<file path="config.mk">
export PLATFORM = sky130hd
export DESIGN_NAME = result_sel_stage
export DESIGN_NICKNAME = d
export VERILOG_FILES = /design/src/rtl/result_sel_stage.sv
export SDC_FILE = /design/constraint.sdc
export NUM_CORES = 1
export LEC_CHECK = 0
export ABC_CLOCK_PERIOD_IN_PS = 1600
export CELL_PAD_IN_SITES_DETAIL_PLACEMENT = 0
export CELL_PAD_IN_SITES_GLOBAL_PLACEMENT = 2
export CORE_MARGIN = 1
export CORE_UTILIZATION = 22
export DETAILED_ROUTE_END_ITERATION = 6
export PLACE_DENSITY = 0.77
export SYNTH_ARGS = -nofsm -noshare
export SYNTH_HDL_FRONTEND = slang
export SYNTH_SLANG_ARGS = --single-unit
</file>
<file path="constraint.sdc">
create_clock -name clk -period 1.6 [get_ports clk]
set_input_delay 0.32 -clock clk [delete_from_list [all_inputs] [get_ports clk]]
set_output_delay 0.32 -clock clk [all_outputs]
set_load 0.01 [all_outputs]
</file>
<file path="src/rtl/result_sel_stage.sv">
// Execute-stage result selector: picks a datapath slot or HI/LO, registers it
// for the MEM/WB boundary behind a valid/ready handshake, and owns HI/LO.
module result_sel_stage #(
   parameter int DATA_W  = 32,
   parameter int NUM_SRC = 4,
   parameter int SEL_W   = 2,
   parameter int HI_CODE = 1,
   parameter int LO_CODE = 2,
   parameter int CNT_W   = 16
) (
   input  logic                      clk,
   input  logic                      rst_n,
   input  logic                      in_valid,
   output logic                      in_ready,
   input  logic [NUM_SRC*DATA_W-1:0] src_bus,
   input  logic [SEL_W-1:0]          sel,
   input  logic                      hilo_we,
   input  logic [DATA_W-1:0]         hi_in,
   input  logic [DATA_W-1:0]         lo_in,
   input  logic                      div_busy,
   output logic                      out_valid,
   input  logic                      out_ready,
   output logic [DATA_W-1:0]         data_out,
   output logic                      sel_err,
   output logic [CNT_W-1:0]          stall_cnt
);

   localparam logic [SEL_W-1:0] HI_SEL = SEL_W'(HI_CODE);
   localparam logic [SEL_W-1:0] LO_SEL = SEL_W'(LO_CODE);

   logic [DATA_W-1:0] hi_q;
   logic [DATA_W-1:0] lo_q;
   logic [DATA_W-1:0] sel_value;
   logic              hilo_hazard;
   logic              capture;
   logic              sel_illegal;

   assign hilo_hazard = in_valid && (sel == HI_SEL || sel == LO_SEL) && div_busy;
   assign in_ready    = (!out_valid || out_ready) && !hilo_hazard;
   assign capture     = in_valid && in_ready;
   assign sel_illegal = 32'(sel) >= 32'(NUM_SRC);

   // A divider write landing in the capture cycle is forwarded so the read never sees stale HI/LO.
   always_comb begin
      sel_value = '0;
      if (sel == HI_SEL) begin
         sel_value = hilo_we ? hi_in : hi_q;
      end else if (sel == LO_SEL) begin
         sel_value = hilo_we ? lo_in : lo_q;
      end else begin
         for (int i = 0; i < NUM_SRC; i++) begin
            if (sel == SEL_W'(i)) begin
               sel_value = src_bus[i*DATA_W +: DATA_W];
            end
         end
      end
   end

   always_ff @(posedge clk or negedge rst_n) begin
      if (!rst_n) begin
         hi_q <= '0;
         lo_q <= '0;
      end else if (hilo_we) begin
         hi_q <= hi_in;
         lo_q <= lo_in;
      end
   end

   always_ff @(posedge clk or negedge rst_n) begin
      if (!rst_n) begin
         out_valid <= 1'b0;
         data_out  <= '0;
         sel_err   <= 1'b0;
      end else if (capture) begin
         out_valid <= 1'b1;
         data_out  <= sel_value;
         sel_err   <= sel_illegal;
      end else if (out_ready) begin
         out_valid <= 1'b0;
      end
   end

   // Saturates instead of wrapping so a long divider stall never reads as a short one.
   always_ff @(posedge clk or negedge rst_n) begin
      if (!rst_n) begin
         stall_cnt <= '0;
      end else if (hilo_hazard && stall_cnt != {CNT_W{1'b1}}) begin
         stall_cnt <= stall_cnt + 1'b1;
      end
   end

endmodule

</file>
==> impl_results.md <==
- NetSw: 0.00261 W
- Compound-Gate Fraction of Synth Area: 14.2%
- Top-Level Pins: 251
- Clock transition at path regs: 0.06 ns
- Max H-tree Level: 4
- First-pass GRT wire length: 27900 µm
- Worst hold path depth: 3
- Crit-path max FO: 3
- Power Dens Cells: 1050 nW/µm²
- Cells after Synth: 508
- Cell area after synthesis: 5450 µm²
- Worst Path Arrival: 1.92 ns
- Worst r2r src: stall_cnt[0]
- Final hold viol count: 0
- Sw Share: 27.9%
- Commonest non-fill, non-tap cells in the layout: clkdlybuf4s50_1 (129), dfrtp_1 (109), a21oi_1 (96)
- Static Leak: 3.91 nW
- Final wirelength: 17800 µm
- Avg Inst Size Synth: 10.7 µm²
- Req. time, crit path: 1.91 ns
- Max Cap Violations: 0
- Sequential Power Share: 36.9%
- RSZ-0062 raised after global routing: true
- Setup Viol. Count Final: 1
- Initial antenna violation count: 0
- Pins Over Slew Limit: 0
- Post-synth EDFFs: 0
- VDD IR max: 0.000746 V
- Flops & latches, synth: 113
- Gpl congestion: 0.796
- Dpl hpwl: 13000 µm
- HP Class: primary input to flop
- Via count of the first global-routing pass: 4906
- Via/cell ratio: 4.35
- Clk buf depth: 2
- Grt ovf: 0
- Clock power frac: 39.7%
- Combinational power share: 23.4%
- Commonest non-fill, non-tap cell in the layout: clkdlybuf4s50_1
- Finished Core Util: 36.7%
- Mux contribution to synthesized area: 13.0%
- First-iteration detailed-routing DRC count: 170
- Setup slack, reg-to-reg: -0.01 ns
- Synth Area in Adders: 1.15%
- Critical path endpoint category: flop
- Die H: 159 µm
- Post-Synth XOR/XNOR Area: 2.25%
- Startpoint Class: flop
- Hold Crit Endpoint: lo_q[31]
- Clock root cell: clkbuf_16
- Residual DRC: 0
- Sequential fraction of the synthesis area: 51.9%
- Synth warn: 0
- Yosys cell types: 38
- Crit Path Class: flop to flop
- Worst R2R Path Depth: 7
- Num CTS Buffers: 17
- Fin crit share: 101%
- Chip Width: 159 µm
- ANT nets after route: 0
- Core footprint: 24300 µm²
- P_int: 0.00675 W
- Area growth from synthesis to layout: 63.7%
- Starting density of the core: 22.4%
- Clock Latency Late Sink: 0.42 ns
- GRT Resource Usage Total: 14.4%
- Reg2reg end: stall_cnt[1]
- Setup ws final: -0.0145 ns
- Rows: 57
- IO Port Bufs: 185
- Wire per inst: 16.3 µm
- Top_reg_cell synth: dfrtp_1
- Hold_sp: hilo_we
- Setup TNS: -0.0145 ns
- Outcome: complete, but fails checks
- Total clock sinks: 113
- Synth Area in Simple Gates: 11.9%
- Final Skew: 0.0119 ns
- Syn_nets: 713
- DRT Pass-1 Iters: 6
- Largest family of logic cells by synthesized area: compound AO/OA/AOI/OAI gates
- Worst slack, placed: -0.756 ns
- Max Freq: 619 MHz
- DIE AREA: 25400 µm²
- Fin crit period: 1.61 ns
- CTS tree: built
- Share of cells above drive strength 1: 22.9%
- Routed vias: 4750
- Violated checks: negative setup slack
- Total Nets Final: 960
- FFs w/ async S/R, synth: 100%
- Pin count of the biggest net entering global routing: 37
==> per-layer routing <==
| metal | global-route usage (%) | wire length [µm] |
|---|---|---|
| met3 | 4.77 | 1230 |
| met2 | 22.9 | 8230 |
| met1 | 18.6 | 8170 |
| met5 | 0 | 0 |
| met4 | 3.85 | 177 |
==> power groups by stage <==
stage	logic [W]	clock network [W]	registers (W)
floorplan	0.000776	0	0.00364
global placement	0.00228	0	0.00353
global route	0.00240	0.00396	0.00350
finish	0.00219	0.00371	0.00346
detailed placement	0.00229	0	0.00354
CTS	0.00222	0.00384	0.00346
==> worst max-delay path: stages, from the launching register on <==
cell and delay [ns]:
dfrtp_2 0.39, ha_4 0.16, nand4_4 0.07, buf_4 0.16, nor4_4 0.21, buf_4 0.18, nor2_2 0.04, mux2_4 0.29
==> Yosys cell counts, drive strengths merged (2+ instances only) <==
cell | number | area, µm²
dfrtp | 113 | 2830
a21oi | 96 | 480
inv | 36 | 135
nor2 | 35 | 134
mux2 | 34 | 387
a221oi | 32 | 280
mux2i | 32 | 320
nand3b | 32 | 240
clkbuf | 28 | 105
xor2 | 12 | 105
buf | 11 | 63.8
nand2 | 6 | 22.5
nor3 | 6 | 30.0
ha | 5 | 62.6
nand3 | 5 | 37.5
nand4 | 4 | 46.3
nor4 | 4 | 40.0
and3 | 3 | 18.8
and4 | 2 | 20.0
nor3b | 2 | 15.0
xnor2 | 2 | 17.5
==> worst max-delay path by stage <==
| stage | start | to | slack [ns] | cells after the start |
|---|---|---|---|---|
| floorplan | stall_cnt[1] | stall_cnt[12] | -0.05 | 4 |
| global placement | sel[0] | stall_cnt[12] | -0.71 | 6 |
| detailed placement | sel[0] | data_out[4] | -0.76 | 7 |
| CTS | out_valid | in_ready | -0.006 | 3 |
| global route | stall_cnt[0] | stall_cnt[11] | -0.09 | 6 |
| finish | stall_cnt[0] | stall_cnt[1] | -0.01 | 7 |
==> state kept, by name, summed over array words and instances (netlist names) <==
signal	count
stall_cnt	16
data_out	32
hi_q	32
out_valid	1
lo_q	32
==> per-stage QoR <==
stage,total power [W],cell area (µm²),instances,hold slack [ns]
2_1_floorplan,0.00442,5500,508,0.0244
3_3_place_gp,0.00581,8290,1050,0.307
3_5_place_dp,0.00583,8290,1050,0.303
4_1_cts,0.00952,8870,1090,0.305
5_1_grt,0.00986,8910,1092,0.322
6_report,0.00936,8920,1093,0.316
==> cells by family (layout without fill, tap and decap cells) <==
group                    Yosys count  in the layout
AND/OR/NAND/NOR                  104            104
AO/OA/AOI/OAI                    130            130
flip-flops                       113            113
XOR/XNOR                          14             14
multiplexers                      66             66
buffers and inverters             75            335
other                              1              2
adder cells (fa/ha/maj)            5              5
==> what timing repair did <==
item,in CTS,in global routing
gates resized for setup,70,9
endpoints found under the hold margin,23,0
buffers inserted,7,2
hold buffers,1,0
pin swaps,1,4
setup endpoints to repair,93,15
==> layout make-up <==
cell class              instances  area, µm²
multi-input cells             320       2400
flip-flops and latches        113       2830
well taps                     324        405
inverters                      36        143
clock buffers                  19        433
clock inverters                13        140
repair buffers                267       2560
fillers                      2458      15400
diodes                          1       2.50
Note: power is estimated with default switching activity, not from simulation.
